[src/rtl/sdram_arb_pkg.sv]
// Shared defaults and types for the two-port SDRAM arbiter and its read-ID FIFO.
package sdram_arb_pkg;

  localparam int ADDR_W_DEF    = 25;
  localparam int DATA_W_DEF    = 16;
  localparam int ID_FIFO_DEPTH = 4;

  typedef enum logic {
    ST_IDLE = 1'b0,
    ST_BUSY = 1'b1
  } arb_state_t;

  // Requester ID (0/1) to one-hot grant vector.
  function automatic logic [1:0] id_onehot(input logic id);
    return id ? 2'b10 : 2'b01;
  endfunction

endpackage

[src/rtl/rid_fifo.sv]
// In-order FIFO of requester IDs for reads accepted by the controller but not yet returned.
module rid_fifo
  import sdram_arb_pkg::*;
#(
  parameter int DEPTH = ID_FIFO_DEPTH
) (
  input  logic iCLK,
  input  logic iRST,
  input  logic push,
  input  logic push_id,
  input  logic pop,
  output logic full,
  output logic empty,
  output logic head
);

  localparam int PTR_W = $clog2(DEPTH);

  logic [DEPTH-1:0] mem;
  logic [PTR_W-1:0] wr_ptr;
  logic [PTR_W-1:0] rd_ptr;
  logic [PTR_W:0]   count;
  logic             do_push;
  logic             do_pop;

  // A push into a full FIFO is only taken when a pop frees the slot that same cycle.
  assign do_pop  = pop & ~empty;
  assign do_push = push & (~full | do_pop);

  assign full  = (count == (PTR_W + 1)'(DEPTH));
  assign empty = (count == '0);
  assign head  = mem[rd_ptr];

  always_ff @(posedge iCLK) begin
    if (iRST) begin
      mem    <= '0;
      wr_ptr <= '0;
      rd_ptr <= '0;
      count  <= '0;
    end else begin
      if (do_push) begin
        mem[wr_ptr] <= push_id;
        wr_ptr      <= wr_ptr + 1'b1;
      end
      if (do_pop) begin
        rd_ptr <= rd_ptr + 1'b1;
      end
      case ({do_push, do_pop})
        2'b10:   count <= count + 1'b1;
        2'b01:   count <= count - 1'b1;
        default: count <= count;
      endcase
    end
  end

endmodule

[src/rtl/sdram_port_arbiter.sv]
// Round-robin arbiter sharing one Avalon-style SDRAM controller port between two requesters,
// with in-order routing of read returns.
module sdram_port_arbiter
  import sdram_arb_pkg::*;
#(
  parameter int ADDR_W = ADDR_W_DEF,
  parameter int DATA_W = DATA_W_DEF
) (
  input  logic              iCLK,
  input  logic              iRST,

  input  logic              iREQ0_write,
  input  logic              iREQ0_read,
  input  logic [ADDR_W-1:0] iREQ0_address,
  input  logic [DATA_W-1:0] iREQ0_writedata,
  output logic              oREQ0_waitrequest,
  output logic [DATA_W-1:0] oREQ0_readdata,
  output logic              oREQ0_readdatavalid,

  input  logic              iREQ1_write,
  input  logic              iREQ1_read,
  input  logic [ADDR_W-1:0] iREQ1_address,
  input  logic [DATA_W-1:0] iREQ1_writedata,
  output logic              oREQ1_waitrequest,
  output logic [DATA_W-1:0] oREQ1_readdata,
  output logic              oREQ1_readdatavalid,

  output logic              oMEM_write,
  output logic              oMEM_read,
  output logic [ADDR_W-1:0] oMEM_address,
  output logic [DATA_W-1:0] oMEM_writedata,
  input  logic              iMEM_waitrequest,
  input  logic [DATA_W-1:0] iMEM_readdata,
  input  logic              iMEM_readdatavalid,

  output logic [1:0]        oGRANT,
  output logic              oERR,
  output logic              oDBG_STATE
);

  // Handshake: a command transfers on a cycle where oMEM_read or oMEM_write is high and
  // iMEM_waitrequest is low; the owner sees that same cycle as its waitrequest going low.
  // Read returns are valid only in the single cycle iMEM_readdatavalid is high.

  arb_state_t        state;
  logic              owner;
  logic              rr_ptr;

  logic              elig0;
  logic              elig1;
  logic              pick;
  logic              busy;
  logic              own_wr;
  logic              own_rd;
  logic [ADDR_W-1:0] own_addr;
  logic [DATA_W-1:0] own_wdata;
  logic              accept;
  logic              fifo_push;
  logic              fifo_pop;
  logic              fifo_full;
  logic              fifo_empty;
  logic              fifo_head;

  // A read-only request is held off while no ID slot is free; writes never need one.
  assign elig0 = iREQ0_write | (iREQ0_read & ~fifo_full);
  assign elig1 = iREQ1_write | (iREQ1_read & ~fifo_full);
  assign pick  = (elig0 & elig1) ? rr_ptr : elig1;

  assign busy      = (state == ST_BUSY);
  assign own_wr    = owner ? iREQ1_write     : iREQ0_write;
  assign own_rd    = owner ? iREQ1_read      : iREQ0_read;
  assign own_addr  = owner ? iREQ1_address   : iREQ0_address;
  assign own_wdata = owner ? iREQ1_writedata : iREQ0_writedata;

  // Write wins when the owner raises both strobes.
  assign oMEM_write     = busy & own_wr & ~iRST;
  assign oMEM_read      = busy & own_rd & ~own_wr & ~iRST;
  assign oMEM_address   = own_addr;
  assign oMEM_writedata = own_wdata;

  assign accept    = (oMEM_write | oMEM_read) & ~iMEM_waitrequest;
  assign fifo_push = accept & oMEM_read;
  assign fifo_pop  = iMEM_readdatavalid & ~fifo_empty & ~iRST;

  assign oREQ0_waitrequest = ~(busy & ~owner & ~iMEM_waitrequest & ~iRST);
  assign oREQ1_waitrequest = ~(busy &  owner & ~iMEM_waitrequest & ~iRST);

  assign oREQ0_readdata      = iMEM_readdata;
  assign oREQ1_readdata      = iMEM_readdata;
  assign oREQ0_readdatavalid = fifo_pop & ~fifo_head;
  assign oREQ1_readdatavalid = fifo_pop &  fifo_head;

  assign oDBG_STATE = state;

  always_ff @(posedge iCLK) begin
    if (iRST) begin
      state  <= ST_IDLE;
      owner  <= 1'b0;
      rr_ptr <= 1'b0;
      oGRANT <= 2'b00;
      oERR   <= 1'b0;
    end else begin
      case (state)
        ST_IDLE: begin
          if (elig0 | elig1) begin
            state  <= ST_BUSY;
            owner  <= pick;
            rr_ptr <= ~pick;
            oGRANT <= id_onehot(pick);
          end
        end
        ST_BUSY: begin
          // Owner abandoning its request mid-grant is a protocol violation.
          if (!(own_wr | own_rd)) begin
            state  <= ST_IDLE;
            oGRANT <= 2'b00;
            oERR   <= 1'b1;
          end else if (accept) begin
            state  <= ST_IDLE;
            oGRANT <= 2'b00;
          end
        end
        default: begin
          state  <= ST_IDLE;
          oGRANT <= 2'b00;
        end
      endcase
      if (iMEM_readdatavalid && fifo_empty) begin
        oERR <= 1'b1;
      end
    end
  end

  rid_fifo #(
    .DEPTH (ID_FIFO_DEPTH)
  ) u_rid_fifo (
    .iCLK    (iCLK),
    .iRST    (iRST),
    .push    (fifo_push),
    .push_id (owner),
    .pop     (fifo_pop),
    .full    (fifo_full),
    .empty   (fifo_empty),
    .head    (fifo_head)
  );

endmodule

[config.mk]
export PLATFORM = sky130hd
export DESIGN_NAME = sdram_port_arbiter
export DESIGN_NICKNAME = d
export VERILOG_FILES = /design/src/rtl/sdram_arb_pkg.sv /design/src/rtl/rid_fifo.sv /design/src/rtl/sdram_port_arbiter.sv
export SDC_FILE = /design/constraint.sdc
export NUM_CORES = 1
export LEC_CHECK = 0
export CORE_MARGIN = 8
export CORE_UTILIZATION = 30
export CTS_CLUSTER_DIAMETER = 30
export CTS_CLUSTER_SIZE = 14
export DETAILED_ROUTE_END_ITERATION = 12
export GPL_ROUTABILITY_DRIVEN = 0
export PLACE_DENSITY_LB_ADDON = 0.3
export SYNTH_ARGS = -nofsm -noshare
export SYNTH_HDL_FRONTEND = slang
export SYNTH_SLANG_ARGS = --single-unit
[constraint.sdc]
create_clock -name iCLK -period 4.05 [get_ports iCLK]
set_clock_uncertainty 0.1 [all_clocks]
set_input_delay 0.81 -clock iCLK [delete_from_list [all_inputs] [get_ports iCLK]]
set_output_delay 0.81 -clock iCLK [all_outputs]
set_load 0.03 [all_outputs]
==> results_dict.tcl, run 1 <==
set metrics [dict create \
    cp-end-kind "output pin" \
    synth_mux_area_frac 0.315 \
    irDropWorstVdd_mv 0.184 \
    numCtsBuffers 3 \
    required_ns 3.14 \
    cellPowerDensity_nw_per_um2 239 \
    ys_types 45 \
    rsz0062_at_grt "no" \
    maxSlewViolCount 0 \
    die_x_um 91.8 \
    worstMarginPinSlew_ns 0.553 \
    clkLatencyLatePin_ns 0.26 \
    cts.sinks 17 \
    r2r_slack_ns 1.57 \
    fmax_mhz 277 \
    ys_warn_count 0 \
    ant_nets 0 \
    dr.pass1.iters 4 \
    min_to "u_rid_fifo.mem[0]" \
    finalSetupViolCount 0 \
    critical_path_class "in2out" \
    status "complete, no violations" \
    ctsResizeCount 0 \
    vias 1781 \
    synth_top_area_share 0.268 \
    cts_tree "done" \
    synth_top_family_by_area "multiplexers" \
    r2r-start "owner" \
    grt_pass1_wl_mm 10.7 \
    pre_cts_ws_ns 0.455 \
    synth-main-ff-cell "dfxtp_1" \
    max_cap_viol_count 0 \
    first_global_vias 1984 \
    ys_seq_elements 17 \
    arrival_ns 2.70 \
    path_cells "clkdlybuf4s50_1 -> nor2b_1 -> and2_1 -> nor2b_1 -> clkdlybuf4s50_1" \
    ff2ff_path_depth 7 \
    antenna_found_initial 0 \
    track_usage 0.158 \
    drc 0 \
    drtIter0Drc 48 \
    max_stage_delay_ns 0.67 \
    cts.reportedPaths.clkPinSlew_ns 0.07 \
    timing.final.hold_violations 0 \
    synth.area.top_cells "mux2_2, dfxtp_1, buf_4" \
    syn_area_um2 1730 \
    cp_slowest_cell "clkdlybuf4s50_1" \
    crit_path_start_kind "input port" \
    clockBufferDepth 2 \
    tns_ns 0 \
    n_fill_cell 509 \
    syn_inst 192 \
    p_leak_nw 1.12 \
    path_max_fanout 7 \
    hold_class "reg2reg" \
    min_delay_path_depth 1 \
    ff_latch_area_um2 342 \
    synth_nets 303 \
    synth_fa_ha_area_frac 0.0406 \
    yosys.area_share.simple 0.154 \
    synth_top_area_cell "mux2_2" \
    worst_slack_ns 0.438 \
    slew_headroom 0.631 \
    cts_max_level 1 \
    vias_per_cell 4.79 \
    dieArea_um2 8430 \
    start_util 0.311 \
    syn_avg_cell_area_um2 8.99 \
    pin_count 189 \
    finalCritPeriodShare 0.892 \
    worstHoldStart "u_rid_fifo.mem[0]" \
    nets 412 \
    drive_gt1_frac 0.197 \
    timing.rr.end "u_rid_fifo.count[2]" \
    place.detailed.hpwl_mm 5.91 \
    area_delta_synth_final_pct 75.1 \
    synth_edf_count 0 \
    coreArea_um2 5540 \
    async_reset_ff_frac 0 \
    die_y_um 91.8 \
    final_util 0.545 \
    grt-ovfl-total 0 \
    worst_path_dominant_cell_family "buffers and inverters" \
    grt_max_degree 29 \
    synth-xor-area-share 0.0152 \
    wire_per_inst_um 18.3 \
    multi_input_area_um2 1080 \
    synth_compound_area_frac 0.0986 \
    synth_seq_area_share 0.197 \
    portBuffers 140 \
    finalCriticalPeriod_ns 3.61 \
    postRouteWirelength_mm 6.82 \
    hold_buffers 0 \
    crit_buf_inv 2 \
    num_antenna_cells 0 \
    rows 27 \
    cts_root_buf "clkbuf_8" \
    post-cts-setup-buffers 0 \
]
==> registers in the layout, summed over array words and instances (netlist names) <==
name / flops
oDBG_STATE: 1
oERR: 1
rr_ptr: 1
oGRANT: 2
u_rid_fifo.mem: 4
u_rid_fifo.count: 3
owner: 1
u_rid_fifo.rd_ptr: 2
u_rid_fifo.wr_ptr: 2
==> Yosys cell counts (3+ instances only) <==
master and instances:
mux2_2 41, buf_4 32, dfxtp_1 17, nand2_1 14, nor2_1 11, inv_1 7
clkbuf_1 6, mux2i_1 6, and3_1 5, a31o_1 4, ha_1 4, nor2b_1 3
nor3_1 3
==> where the power goes <==
| group | leakage [nW] | internal [W] | switching, W |
|---|---|---|---|
| sequential | 0.139 | 0.000178 | 0.0000192 |
| clock | 0.0217 | 0.0000693 | 0.0000649 |
| combinational | 0.957 | 0.000215 | 0.000176 |
| total | 1.12 | 0.000462 | 0.000260 |
==> kinds of logic after synthesis <==
logic type                 count (synthesis)
and+or+nand+nor                           50
buffers and inverters                     48
muxes                                     48
AOI/OAI and AO/OA                         21
DFF                                       17
adders and majority gates                  5
xor gates and xnor gates                   3
==> worst reg2reg max path: cells and delay by family, from the launching register on <==
| family | cells | cell delay (ns) |
|---|---|---|
| AO/OA/AOI/OAI | 2 | 0.38 |
| adder cells (fa/ha/maj) | 1 | 0.45 |
| flip-flops | 1 | 0.69 |
| multiplexers | 1 | 0.13 |
| AND/OR/NAND/NOR | 3 | 0.62 |
==> stage by stage <==
| stage | hold slack, ns | cell area, µm² | cells | power (W) |
|---|---|---|---|---|
| floorplan | 0.343 | 1730 | 192 | 0.000456 |
| global placement | 0.360 | 2970 | 368 | 0.000591 |
| detailed placement | 0.369 | 2970 | 368 | 0.000594 |
| CTS | 0.388 | 3020 | 372 | 0.000733 |
| global route | 0.402 | 3020 | 372 | 0.000763 |
| finish | 0.383 | 3020 | 372 | 0.000722 |
==> layout by cell type (no fill, tap or decap), types with 4 or more instances in the layout <==
master	instances
a31o_1	4
and3_1	5
buf_4	5
clkdlybuf4s50_1	140
dfxtp_1	16
ha_1	4
inv_1	7
mux2_2	41
mux2i_1	6
nand2_1	14
nor2_1	11
==> layer usage <==
metal  wire (µm)  global-route usage  vias to the layer above
met3         984               0.106                        8
met2        3420               0.279                      105
met4          86              0.0362                        0
li1            -                   -                      855
met5           0                   0                        -
met1        2330               0.148                      813
==> worst max path at each step <==
stage | startpoint | endpoint | slack [ns] | cells after the start
final | iMEM_readdatavalid | oREQ0_readdatavalid | 0.44 | 5
after CTS | iMEM_readdatavalid | oREQ0_readdatavalid | 0.44 | 5
after detailed placement | iMEM_readdatavalid | oREQ0_readdatavalid | 0.46 | 5
after global routing | iMEM_readdatavalid | oREQ0_readdatavalid | 0.31 | 5
after floorplan | iRST | oMEM_read | 1.27 | 5
after global placement | iMEM_readdatavalid | oREQ0_readdatavalid | 0.47 | 5
==> cell type report <==
type,count,area share
clock inverters,1,0.00248
multi-input cells,127,0.356
clock buffers,3,0.0137
well taps,72,0.0298
repair buffers,145,0.476
inverters,7,0.00870
flip-flops and latches,17,0.113
Note: power is estimated with default switching activity, not from simulation.
==> inputs of run 2 (changes only) <==
Settings changed: CELL_PAD_IN_SITES_DETAIL_PLACEMENT set to 1, CELL_PAD_IN_SITES_GLOBAL_PLACEMENT set to 1, CORE_UTILIZATION 30 to 20.
==> run 2 against run 1 <==
Core utilization shrank 19 points. Global-route usage shrank 3.3 points. Sequential cell count is the same. Largest cell class unchanged.
==> results_dict.tcl, run 2 (synthesis results as in run 1) <==
set metrics [dict create \
    timing.final.hold_violations 0 \
    crit_buf_inv 2 \
    dp.cells 403 \
    final_util 0.357 \
    status "complete, no violations" \
    drc 0 \
    finalSetupViolCount 0 \
    final_cells 407 \
    wire_per_inst_um 17.8 \
    finalCritPeriodShare 0.908 \
    worstMarginPinSlew_ns 0.522 \
    r2r-start "oDBG_STATE" \
    clkLatencyLatePin_ns 0.26 \
    grt_max_degree 44 \
    num_antenna_cells 0 \
    portBuffers 140 \
    largest_reg_flops 4 \
    drtIter0Drc 14 \
    nets 411 \
    irDropWorstVdd_mv 0.107 \
    required_ns 3.14 \
    postRouteWirelength_mm 7.26 \
    cts.reportedPaths.clkPinSlew_ns 0.07 \
    finalCriticalPeriod_ns 3.68 \
    most-common-layout-cells "clkdlybuf4s50_1, mux2_2, dfxtp_1" \
    clockBufferDepth 2 \
    cp-end-kind "output pin" \
    worst_path_dominant_cell_family "buffers and inverters" \
    numCtsBuffers 3 \
    cts_tree "done" \
    track_usage 0.125 \
    cp_slowest_cell "clkdlybuf4s50_1" \
    ant_nets 0 \
    final_common_cell "clkdlybuf4s50_1" \
    start_util 0.202 \
    cellPowerDensity_nw_per_um2 237 \
    rows 34 \
    drive_gt1_frac 0.194 \
    post-cts-setup-buffers 0 \
    pin_count 189 \
    crit_path_start_kind "input port" \
    fmax_mhz 272 \
    vias_per_cell 4.42 \
    cts.sinks 17 \
    ctsResizeCount 0 \
    arrival_ns 2.77 \
    grt-ovfl-total 0 \
    max_stage_delay_ns 0.67 \
    rsz0062_at_grt "no" \
    max_cap_viol_count 0 \
    regMostFlops "u_rid_fifo.mem" \
    path_max_fanout 7 \
    route.met3.wl_mm 1.02 \
    n_fill_cell 979 \
    slew_headroom 0.652 \
    r2r_slack_ns 1.82 \
    cp_num_cells 5 \
    met2_wirelength_mm 3.81 \
    cp-startpoint "iMEM_readdatavalid" \
    reg.largest.list "u_rid_fifo.mem: 4 flops, u_rid_fifo.count: 3 flops" \
    met1_length_mm 2.29 \
    area_delta_synth_final_pct 77.2 \
    maxSlewViolCount 0 \
    first_global_vias 2144 \
    antenna_found_initial 0 \
    coreArea_um2 8550 \
    p_leak_nw 1.12 \
    dr.pass1.iters 4 \
    multi_input_area_um2 1080 \
    die_y_um 109 \
    tns_ns 0 \
    hold_buffers 0 \
    ff_latch_area_um2 342 \
    dr.max_layer_used "met4" \
    grt_pass1_wl_mm 11.6 \
    critical_path_class "in2out" \
    path_cells "clkdlybuf4s50_1 -> nor2b_1 -> and2_1 -> nor2b_1 -> clkdlybuf4s50_1" \
    ff2ff_path_depth 8 \
    die_x_um 109 \
    hold_class "reg2reg" \
    vias 1799 \
    cts_max_level 1 \
    cts_root_buf "clkbuf_8" \
    crit_end "oREQ0_readdatavalid" \
    dieArea_um2 11900 \
    place.detailed.hpwl_mm 6.32 \
    timing.rr.end "u_rid_fifo.count[2]" \
]
[run 2: cell type report]
cell class	instances	share of cell area
clock buffers	3	0.0135
multi-input cells	127	0.352
clock inverters	1	0.00164
inverters	7	0.00860
well taps	108	0.0442
flip-flops and latches	17	0.112
repair buffers	144	0.468
[run 2: per-layer routing]
metal  vias up  GRT usage
li1        853          -
met1       837      0.107
met2        94      0.234
met3        15     0.0739
met4         0     0.0411
met5         -          0
[run 2: how the worst min path moves through the flow]
stage                            from                 to  slack, ns  cells past startpoint
finish              u_rid_fifo.mem[1]  u_rid_fifo.mem[1]       0.39                      1
global route        u_rid_fifo.mem[0]  u_rid_fifo.mem[0]       0.42                      1
CTS                 u_rid_fifo.mem[1]  u_rid_fifo.mem[1]       0.39                      1
global placement    u_rid_fifo.mem[0]  u_rid_fifo.mem[0]       0.37                      1
floorplan           u_rid_fifo.mem[2]  u_rid_fifo.mem[2]       0.34                      1
detailed placement               oERR               oERR       0.37                      2
[run 2: worst register-to-register path: stages (launching register included)]
cell      delay (ns)
dfxtp_1         0.40
nor3b_1         0.18
buf_4           0.15
o21a_1          0.18
nand2b_1        0.20
fa_1            0.44
and4bb_2        0.25
mux2i_1         0.13
a31oi_1         0.09
[run 2: per-stage QoR]
stage	hold slack, ns	setup WS, ns	area (µm²)	power (W)
after floorplan	0.343	1.27	1730	0.000456
after global placement	0.367	0.436	3010	0.000595
after detailed placement	0.374	0.352	3010	0.000598
after CTS	0.391	0.331	3060	0.000734
after global routing	0.415	0.205	3060	0.000761
final	0.386	0.374	3060	0.000724
[run 2: where the power goes]
part           internal (W)  total [W]  switching, W  leakage [nW]
clock network     0.0000685   0.000133     0.0000643        0.0255
logic              0.000214   0.000398      0.000184         0.952
registers          0.000179   0.000193     0.0000149         0.139
total              0.000461   0.000724      0.000263          1.12
==> inputs of run 3 (changes only) <==
Settings changed: CTS_CLUSTER_SIZE 14 to not set.
==> results of run 3 <==
Final layout, timing and power as in run 2 (identical DEF).
